## config.mk

```make
export PLATFORM = sky130hd
export DESIGN_NAME = dds_sweep_ctrl_flat
export DESIGN_NICKNAME = d
export VERILOG_FILES = /design/src/rtl/dds_sweep_ctrl_if.sv /design/src/rtl/dds_sweep_ctrl.sv /design/src/flat_wrapper.sv
export SDC_FILE = /design/constraint.sdc
export NUM_CORES = 1
export LEC_CHECK = 0
export CAP_MARGIN = 5
export CORE_MARGIN = 2
export CORE_UTILIZATION = 49
export CTS_CLUSTER_SIZE = 14
export DETAILED_ROUTE_END_ITERATION = 7
export GPL_TIMING_DRIVEN = 1
export PLACE_DENSITY = 0.63
export SLEW_MARGIN = 30
export SYNTH_ARGS = -nofsm -noshare
export SYNTH_HDL_FRONTEND = slang
export SYNTH_SLANG_ARGS = --single-unit
```

## constraint.sdc

```tcl
create_clock -name clk -period 3 [get_ports clk]
set_input_delay 0.9 -clock clk [delete_from_list [all_inputs] [get_ports clk]]
set_output_delay 0.9 -clock clk [all_outputs]
set_load 0.01 [all_outputs]
```

## src/rtl/dds_sweep_ctrl_if.sv

```systemverilog
// Host-side and DDS-side register write buses of the sweep controller.
// The controller takes the slave view; the host/bench takes the master view.
interface dds_sweep_ctrl_if;
  logic        m_wr;
  logic [7:0]  m_addr;
  logic [15:0] m_wrdata;
  logic        d_wr;
  logic [7:0]  d_addr;
  logic [15:0] d_wrdata;

  modport master (
    output m_wr, m_addr, m_wrdata,
    input  d_wr, d_addr, d_wrdata
  );

  modport slave (
    input  m_wr, m_addr, m_wrdata,
    output d_wr, d_addr, d_wrdata
  );
endinterface

```

## src/rtl/dds_sweep_ctrl.sv

```systemverilog
// DDS frequency sweep sequencer with host pass-through onto the DDS bus.
// Optional macro DDS_SWEEP_LOOP_EN: Ctrl bit2 makes the sweep repeat.
module dds_sweep_ctrl (
  input  logic            clk,
  input  logic            rst_n,
  dds_sweep_ctrl_if.slave bus,
  output logic            sweep_busy,
  output logic            point_flag,
  output logic            sweep_done,
  output logic [15:0]     point_idx,
  output logic            host_drop
);

  localparam logic [7:0]  A_FH      = 8'd7;
  localparam logic [7:0]  A_FL      = 8'd8;
  localparam logic [7:0]  A_START_L = 8'd13;
  localparam logic [7:0]  A_START_H = 8'd14;
  localparam logic [7:0]  A_STEP_L  = 8'd15;
  localparam logic [7:0]  A_STEP_H  = 8'd16;
  localparam logic [7:0]  A_POINTS  = 8'd17;
  localparam logic [7:0]  A_DWELL   = 8'd18;
  localparam logic [7:0]  A_CTRL    = 8'd19;
  localparam logic [31:0] START_RST = 32'h0083_12B0;

  typedef enum logic [2:0] {
    IDLE, WR_H, WR_L, DWELL, NEXT
  } state_t;

  state_t state, state_nx;

  logic [31:0] start_r, step_r;
  logic [15:0] points_r, dwell_r;
  logic [31:0] sh_start, sh_step, fword;
  logic [15:0] sh_last, sh_dwell, dwell_cnt;

  logic        pend_v;
  logic [7:0]  pend_addr;
  logic [15:0] pend_data;

  logic ctrl_wr, start_req, abort_req, start_acc;
  logic dds_hit, fhl_hit, fwd, drop78;
  logic busy, drv, last_pt, dwell_end, loop_on;

  always_comb begin
    ctrl_wr   = bus.m_wr && (bus.m_addr == A_CTRL);
    abort_req = ctrl_wr && bus.m_wrdata[1];
    start_req = ctrl_wr && bus.m_wrdata[0]
                && !bus.m_wrdata[1];
    busy      = (state != IDLE);
    start_acc = start_req && !busy;
    dds_hit   = bus.m_wr && (bus.m_addr >= 8'd6)
                && (bus.m_addr <= 8'd12);
    fhl_hit   = (bus.m_addr == A_FH)
                || (bus.m_addr == A_FL);
    fwd       = dds_hit && !(busy && fhl_hit);
    drop78    = dds_hit && busy && fhl_hit;
    drv       = (state == WR_H) || (state == WR_L);
    last_pt   = (point_idx >= sh_last);
    dwell_end = (dwell_cnt == sh_dwell);
  end

  assign sweep_busy = busy;

`ifdef DDS_SWEEP_LOOP_EN
  logic loop_r;

  always_ff @(posedge clk or negedge rst_n) begin
    if (!rst_n)
      loop_r <= 1'b0;
    else if (ctrl_wr)
      loop_r <= bus.m_wrdata[2];
  end

  assign loop_on = loop_r;
`else
  assign loop_on = 1'b0;
`endif

  always_ff @(posedge clk or negedge rst_n) begin
    if (!rst_n)
      state <= IDLE;
    else
      state <= state_nx;
  end

  // Abort wins over every sweep transition.
  always_comb begin
    state_nx = state;
    if (busy && abort_req) begin
      state_nx = IDLE;
    end else begin
      unique case (state)
        IDLE:  if (start_req) state_nx = WR_H;
        WR_H:  state_nx = WR_L;
        WR_L:  state_nx = DWELL;
        DWELL: if (dwell_end) state_nx = NEXT;
        NEXT:  state_nx = (!last_pt || loop_on)
                          ? WR_H : IDLE;
        default: state_nx = IDLE;
      endcase
    end
  end

  always_ff @(posedge clk or negedge rst_n) begin
    if (!rst_n) begin
      start_r  <= START_RST;
      step_r   <= '0;
      points_r <= 16'd1;
      dwell_r  <= '0;
    end else if (bus.m_wr) begin
      case (bus.m_addr)
        A_START_L: start_r[15:0]  <= bus.m_wrdata;
        A_START_H: start_r[31:16] <= bus.m_wrdata;
        A_STEP_L:  step_r[15:0]   <= bus.m_wrdata;
        A_STEP_H:  step_r[31:16]  <= bus.m_wrdata;
        A_POINTS:  points_r       <= bus.m_wrdata;
        A_DWELL:   dwell_r        <= bus.m_wrdata;
        default: ;
      endcase
    end
  end

  always_ff @(posedge clk or negedge rst_n) begin
    if (!rst_n) begin
      sh_start   <= START_RST;
      sh_step    <= '0;
      sh_last    <= '0;
      sh_dwell   <= '0;
      fword      <= START_RST;
      point_idx  <= '0;
      dwell_cnt  <= '0;
      point_flag <= 1'b0;
      sweep_done <= 1'b0;
    end else begin
      point_flag <= (state == WR_L);
      sweep_done <= (state == NEXT) && last_pt
                    && !abort_req;
      dwell_cnt  <= (state == DWELL)
                    ? dwell_cnt + 16'd1 : '0;
      if (start_acc) begin
        sh_start  <= start_r;
        sh_step   <= step_r;
        sh_dwell  <= dwell_r;
        sh_last   <= (points_r == 16'd0)
                     ? 16'd0 : points_r - 16'd1;
        fword     <= start_r;
        point_idx <= '0;
      end else if ((state == NEXT) && !abort_req) begin
        if (!last_pt) begin
          fword     <= fword + sh_step;
          point_idx <= point_idx + 16'd1;
        end else if (loop_on) begin
          fword     <= sh_start;
          point_idx <= '0;
        end
      end
    end
  end

  // DDS bus: sweep first, then the parked host write, then a fresh one.
  always_ff @(posedge clk or negedge rst_n) begin
    if (!rst_n) begin
      bus.d_wr     <= 1'b0;
      bus.d_addr   <= '0;
      bus.d_wrdata <= '0;
      pend_v       <= 1'b0;
      pend_addr    <= '0;
      pend_data    <= '0;
      host_drop    <= 1'b0;
    end else begin
      bus.d_wr  <= 1'b0;
      host_drop <= drop78;
      if (drv) begin
        bus.d_wr     <= 1'b1;
        bus.d_addr   <= (state == WR_H) ? A_FH : A_FL;
        bus.d_wrdata <= (state == WR_H)
                        ? fword[31:16] : fword[15:0];
        if (fwd && pend_v) begin
          host_drop <= 1'b1;
        end else if (fwd) begin
          pend_v    <= 1'b1;
          pend_addr <= bus.m_addr;
          pend_data <= bus.m_wrdata;
        end
      end else if (pend_v) begin
        bus.d_wr     <= 1'b1;
        bus.d_addr   <= pend_addr;
        bus.d_wrdata <= pend_data;
        pend_v       <= fwd;
        if (fwd) begin
          pend_addr <= bus.m_addr;
          pend_data <= bus.m_wrdata;
        end
      end else if (fwd) begin
        bus.d_wr     <= 1'b1;
        bus.d_addr   <= bus.m_addr;
        bus.d_wrdata <= bus.m_wrdata;
      end
    end
  end

endmodule

```

## src/flat_wrapper.sv

```systemverilog
// flat-port wrapper written by rule: the top's interface ports become plain ports
module dds_sweep_ctrl_flat 
  (clk, rst_n, sweep_busy, point_flag, sweep_done, point_idx, host_drop, bus_m_wr, bus_m_addr, bus_m_wrdata, bus_d_wr, bus_d_addr, bus_d_wrdata);
  dds_sweep_ctrl_if bus_i ();
  input  logic clk;
  input  logic rst_n;
  output logic sweep_busy;
  output logic point_flag;
  output logic sweep_done;
  output logic [15:0] point_idx;
  output logic host_drop;
  input wire logic [$bits(bus_i.m_wr)-1:0] bus_m_wr;
  input wire logic [$bits(bus_i.m_addr)-1:0] bus_m_addr;
  input wire logic [$bits(bus_i.m_wrdata)-1:0] bus_m_wrdata;
  output wire logic [$bits(bus_i.d_wr)-1:0] bus_d_wr;
  output wire logic [$bits(bus_i.d_addr)-1:0] bus_d_addr;
  output wire logic [$bits(bus_i.d_wrdata)-1:0] bus_d_wrdata;
  assign bus_i.m_wr = bus_m_wr;
  assign bus_i.m_addr = bus_m_addr;
  assign bus_i.m_wrdata = bus_m_wrdata;
  assign bus_d_wr = bus_i.d_wr;
  assign bus_d_addr = bus_i.d_addr;
  assign bus_d_wrdata = bus_i.d_wrdata;
  dds_sweep_ctrl u_core (.clk(clk), .rst_n(rst_n), .bus(bus_i), .sweep_busy(sweep_busy), .point_flag(point_flag), .sweep_done(sweep_done), .point_idx(point_idx), .host_drop(host_drop));
endmodule
```

==> flow_summary.yaml, run 1 <==
outcome:
  outcome: "completed"
floorplanning:
  core_um2: 27900
  pin_count: 72
  die-area_um2: 29900
  die_w_um: 173
  start_util: 0.500
  rows: 61
  dieHeight_um: 173
worst_setup_path:
  path_max_fanout: 3
  worstPathRequired_ns: 3.44
  worstSetupEndpointType: "register"
  start_kind: "register"
  critPathKind: "reg -> reg"
  arrival_ns: 3.39
clock_tree:
  htree_levels: 2
  clock_latency_ns: 0.51
  cts_tree: "built"
  cts_buffers: 34
  clock-sinks: 280
  clk_path_buf_depth: 3
  clk_pin_slew_ns: 0.06
  hold_buffers: 0
  cts_root_buf: "clkbuf_16"
final_layout:
  finalNonFillerCells: 1892
  antenna_cells: 0
  drive_gt1_frac: 0.221
  area_growth_pct: 23.7
  nNetsFinal: 1566
  final_core_util: 0.619
place:
  io_buffers: 71
  dp.cells: 1825
  dp_worst_setup_slack_ns: -0.344
  hpwl_um: 25000
  gpl.final_weighted_congestion: 0.888
sta:
  worstMarginPinSlew_ns: 0.852
  slew_viol_final: 0
  final.setup.worst_slack_ns: 0.0521
  relSlewSlack: 0.430
  setup-violations-final: 0
  fin_hold_ws_ns: 0.380
  timing.final.crit_share: 0.983
  finalSetupTns_ns: 0
  min_period_ns: 2.95
  finalHoldViolations: 0
  rsz0062_at_grt: "yes"
  fin_skew_ns: 0.0141
  max_freq_mhz: 339
detailed_routing:
  drt_iter0_markers: 721
  drc: 0
  wl_per_cell_um: 18.7
  vias_per_cell: 5.61
  routed_wirelength_um: 35300
  drtPass1Iterations: 5
  drtAntennaViolNets: 0
  vias: 10607
yosys:
  dominantRegCellSynth: "dfrtp_1"
  yosysSeqAreaShare: 0.503
  synth.cell_area_um2: 14000
  postSynth.asyncResetShare: 1.00
  synth_cells: 1339
  synth.avg_cell_area_um2: 10.4
  syn-num-nets: 1417
  synth_edf_count: 0
  yosysWarnings: 0
  yosysUniqueCellTypes: 62
  ys_ff_latch: 280
job:
  maxCapViolations: 0
pwr:
  power_density_nw_per_um2: 647
  peakVddDrop_mv: 0.615
  leakage_uw: 0.00848
global_route:
  gr-usage-met1: 0.332
  use_met2: 0.381
  grt_pass1_wl_um: 57100
  grtUsageTotal: 0.237
  grt_pass1_vias: 10566
  antenna_found_initial: 0
  grt_overflow_total: 0
  use_met3: 0.0352
  top_usage_layer: "met2"
  grt_max_degree: 76
hold_path:
  hold_class: "in -> async"
[layer usage]
metal  wire length (um)  share of wire
met4               1010          0.029
met2              16300           0.46
met1              16500           0.47
met3               1590          0.045
met5                  0              0
[state kept, by name, summed over array words and instances, names as in the netlist, 32 cells and up]
signal / count
u_core.sh_step: 32
u_core.step_r: 32
u_core.fword: 32
u_core.start_r: 32
[layout make-up]
class,count,area [um2]
clock buffers,48,1030
clock inverters,14,179
fillers,2337,10700
inverters,27,101
multi-input cells,970,6690
flip-flops and latches,280,7030
well taps,378,473
repair buffers,175,1780
[synthesized netlist by cell type, types with 3 or more instances]
cell type  count  area share
nor3_1        15      0.0054
o211ai_1       6      0.0032
ha_1          50       0.045
a221o_1       13      0.0093
dfrtp_1      263        0.47
a211oi_1      21       0.011
nand2b_1      12      0.0054
or3_1          7      0.0031
o21ai_0       60       0.021
mux2i_1       22       0.016
nand4_1       16      0.0072
o21bai_1       3      0.0016
or4_1          5      0.0027
buf_4          5      0.0027
nor4_1         7      0.0031
a21o_1        25       0.013
o21ai_1        3      0.0011
mux2_2       121       0.098
dfstp_2       17       0.032
o22ai_1       14      0.0063
nor3b_1       10      0.0054
inv_1         27      0.0073
a221oi_1       6      0.0038
o31ai_1        3      0.0016
nand3_1       19      0.0068
o21a_1         5      0.0027
xor2_1        46       0.029
nand2_1      219       0.059
a21oi_1       60       0.021
a22oi_1       19       0.010
nand3b_1       5      0.0027
and2_1        13      0.0058
and3_1        11      0.0049
buf_2          3      0.0011
clkbuf_1      51       0.014
nor2b_1        4      0.0018
nor2_1        97       0.026
a31oi_1        5      0.0022
xnor2_1       23       0.014
[path summary, 6_finish.rpt]
path | startpoint | endpoint | slack [ns] | cells after the start
worst max-delay path | u_core.fword[5]$_DFFE_PN1P_ | u_core.fword[30]$_DFFE_PN0P_ | 0.05 | 11
worst min register to register | u_core.step_r[19]$_DFFE_PN0P_ | u_core.sh_step[19]$_DFFE_PN0P_ | 0.47 | 2
worst min-delay path | rst_n | u_core.point_idx[13]$_DFFE_PN0P_ | 0.38 | 1
min in group clk | u_core.step_r[19]$_DFFE_PN0P_ | u_core.sh_step[19]$_DFFE_PN0P_ | 0.47 | 2
max in group asynchronous | rst_n | u_core.points_r[0]$_DFFE_PN1P_ | 1.87 | 2
worst max register to register | u_core.fword[5]$_DFFE_PN1P_ | u_core.fword[30]$_DFFE_PN0P_ | 0.05 | 11
[report_power, final]
part           total, uW  switching, uW  internal [uW]
Clock               4330           1590           2740
Combinational       2480           1360           1120
Sequential          4370            220           4150
Total              11200           3170           8000
[logic make-up after synthesis]
group / Yosys count / synth area share
AND/OR/NAND/NOR: 453 / 0.149
XOR/XNOR: 69 / 0.0433
flip-flops: 280 / 0.503
AO/OA/AOI/OAI: 253 / 0.117
adder cells (fa/ha/maj): 52 / 0.0469
multiplexers: 143 / 0.113
buffers and inverters: 89 / 0.0266
[cell usage in the layout (no fill, tap or decap), types with 10 or more instances in the layout]
cell             synthesis  routed
and2_1                  13      12
nand2_1                219     219
mux2i_1                 22      22
buf_12                   0      23
nor2_1                  97      96
ha_1                    50      46
and3_1                  11      11
nand3_1                 19      19
nand4_1                 16      16
nor3_1                  15      13
mux2_2                 121     121
a21oi_1                 60      58
dfstp_2                 17      17
buf_4                    5      81
a22oi_1                 19      19
nor3b_1                 10      10
dfrtp_1                263     263
a221o_1                 13      13
a21o_1                  25      25
inv_1                   27      27
clkdlybuf4s50_1          0      70
nand2b_1                12      11
clkbuf_16                0      37
xnor2_1                 23      23
a211oi_1                21      19
xor2_1                  46      46
o22ai_1                 14      13
o21ai_0                 60      59
[stage by stage]
stage	total power (uW)	instance area, um2
after floorplan	5710	14000
after global placement	6830	15900
after detailed placement	6880	15900
after CTS	11300	17200
after global routing	11700	17300
final	11200	17300
[critical path: stages (launching register included)]
cell and delay (ns):
dfstp_2 0.56, ha_4 0.22, buf_4 0.14, o211ai_1 0.12
a21oi_4 0.08, o22ai_2 0.15, o211ai_1 0.16, a211oi_2 0.32
o211ai_1 0.23, a31o_2 0.32, or4_1 0.50, nand3_1 0.09
[timing repair]
item                                    CTS  global route
endpoints found under the hold margin     0             0
pin swaps                                 1             9
setup buffers                             0             5
gates resized for setup                   4            17
endpoints found under the setup margin    4            11
(Power assumes the default switching activity.)
==> run 2: changes to the inputs <==
--- a/config.mk
+++ b/config.mk
@@ -8,10 +8,12 @@
 export CAP_MARGIN = 5
 export CORE_MARGIN = 2
 export CORE_UTILIZATION = 49
+export CTS_CLUSTER_DIAMETER = 80
 export CTS_CLUSTER_SIZE = 14
 export DETAILED_ROUTE_END_ITERATION = 7
 export GPL_TIMING_DRIVEN = 1
 export PLACE_DENSITY = 0.63
+export SETUP_SLACK_MARGIN = 0.02
 export SLEW_MARGIN = 30
 export SYNTH_ARGS = -nofsm -noshare
 export SYNTH_HDL_FRONTEND = slang
==> flow_summary.yaml, run 2 (same netlist as run 1, synthesis figures left out) <==
detailed_routing:
  drt_iter0_markers: 587
  vias_per_cell: 5.62
  drc: 0
  routed_wirelength_um: 35100
  vias: 10509
  drtAntennaViolNets: 0
  drtPass1Iterations: 5
  wl_per_cell_um: 18.8
worst_setup_path:
  startpoint: "u_core.fword[5]$_DFFE_PN1P_"
  rr_endpoint: "u_core.fword[24]$_DFFE_PN0P_"
  r2r_slack_ns: 0.08
  worstSetupEndpointType: "register"
  arrival_ns: 3.37
  critPathKind: "reg -> reg"
  worstPathRequired_ns: 3.45
  path_max_fanout: 3
  start_kind: "register"
  r2r_start: "u_core.fword[5]$_DFFE_PN1P_"
  worstRegToRegCells: 11
clock_tree:
  clk_pin_slew_ns: 0.07
  cts_root_buf: "clkbuf_16"
  clock_latency_ns: 0.52
  clk_path_buf_depth: 3
  cts_tree: "built"
  clock-sinks: 280
  cts_buffers: 23
  htree_levels: 1
  hold_buffers: 0
final_layout:
  layout_commonest_cell: "dfrtp_1"
  final_core_util: 0.598
  drive_gt1_frac: 0.201
  finalNonFillerCells: 1871
  final_cell_mix: "dfrtp_1, nand2_1, mux2_2, nor2_1, buf_4"
  nNetsFinal: 1556
  area_growth_pct: 19.6
  antenna_cells: 0
sta:
  max_freq_mhz: 343
  min_period_ns: 2.92
  relSlewSlack: 0.428
  timing.final.crit_share: 0.972
  setup-violations-final: 0
  finalHoldViolations: 0
  worstMarginPinSlew_ns: 0.855
  fin_skew_ns: 0.0146
  fin_hold_ws_ns: 0.366
  slew_viol_final: 0
  rsz0062_at_grt: "yes"
floorplanning:
  start_util: 0.500
  pin_count: 72
  die_w_um: 173
  dieHeight_um: 173
  die-area_um2: 29900
  rows: 61
  core_um2: 27900
global_route:
  grt_pass1_vias: 10370
  grt_overflow_total: 0
  antenna_found_initial: 0
  grtUsageTotal: 0.234
  grt_pass1_wl_um: 56600
  grt_max_degree: 76
outcome:
  outcome: "completed"
place:
  gpl.final_weighted_congestion: 0.888
  io_buffers: 71
  dp.cells: 1825
  hpwl_um: 25000
pwr:
  p_total_uw: 9580
  power_density_nw_per_um2: 574
  peakVddDrop_mv: 0.410
  leakage_uw: 0.00820
job:
  maxCapViolations: 0
hold_path:
  hold_class: "in -> async"
-- run 2: cell types whose count changed in the layout (fill, tap and decap cells not counted), sizes merged --
cell,delta
clkinvlp,-2
buf,+1
bufinv,-4
clkbuf,-8
clkinv,-8
-- run 2: how the worst max path moves through the flow --
stage / end / slack (ns) / cells after the start
final: u_core.fword[24]$_DFFE_PN0P_ / 0.08 / 11
after global placement: u_core.fword[24]$_DFFE_PN0P_ / -0.24 / 11
after global routing: u_core.fword[24]$_DFFE_PN0P_ / -0.009 / 11
after detailed placement: u_core.fword[24]$_DFFE_PN0P_ / -0.34 / 11
after floorplan: u_core.point_idx[14]$_DFFE_PN0P_ / 0.11 / 11
after CTS: u_core.fword[24]$_DFFE_PN0P_ / 0.02 / 11
-- run 2: area by class of cell --
class	count	area, um2
repair buffers	176	1790
flip-flops and latches	280	7030
multi-input cells	970	6670
fillers	2398	11200
well taps	378	473
inverters	27	101
clock buffers	40	639
-- run 2: timing repair --
| action | 4_1_cts | 5_1_grt |
|---|---|---|
| buffers inserted | 0 | 6 |
| resized for setup | 6 | 14 |
| setup endpoints to repair | 6 | 10 |
| pin swaps | 1 | 10 |
-- run 2: worst max-delay path, cell delays in order (launching register included) --
cell      delay [ns]
dfstp_2         0.57
ha_4            0.22
buf_4           0.15
o211ai_1        0.13
a21oi_4         0.08
o211a_1         0.26
o21ai_2         0.20
a31oi_2         0.17
a221oi_2        0.35
o32ai_1         0.15
or4b_1          0.48
nand3_1         0.09
-- run 2: power breakdown --
part / internal, uW / switching [uW] / leakage, uW
logic: 1120 / 1350 / 0.00419
registers: 4140 / 217 / 0.00371
clock network: 1440 / 1320 / 0.000304
total: 6690 / 2890 / 0.00820
-- run 2: layer usage --
layer  wire length [um]  track usage  vias up
li1                   -            -     5002
met2              16400        0.381      218
met3               1440       0.0295       44
met5                  0            0        -
met1              16500        0.336     5245
met4                677       0.0523        0
-- run 2: through the flow --
step | setup TNS, ns | area, um2 | setup WS [ns]
2_1_floorplan | 0 | 14000 | 0.114
3_3_place_gp | -9.44 | 15900 | -0.243
3_5_place_dp | -17.29 | 15900 | -0.344
4_1_cts | 0 | 16600 | 0.0186
5_1_grt | -0.0188 | 16700 | -0.00892
6_report | 0 | 16700 | 0.0842
==> run 3: changes to the inputs <==
--- a/config.mk
+++ b/config.mk
@@ -11,7 +11,6 @@
 export CTS_CLUSTER_DIAMETER = 80
 export CTS_CLUSTER_SIZE = 14
 export DETAILED_ROUTE_END_ITERATION = 7
-export GPL_TIMING_DRIVEN = 1
 export PLACE_DENSITY = 0.63
 export SETUP_SLACK_MARGIN = 0.02
 export SLEW_MARGIN = 30
==> results of run 3 <==
The final DEF is identical to that of run 2; final timing and power are the same.
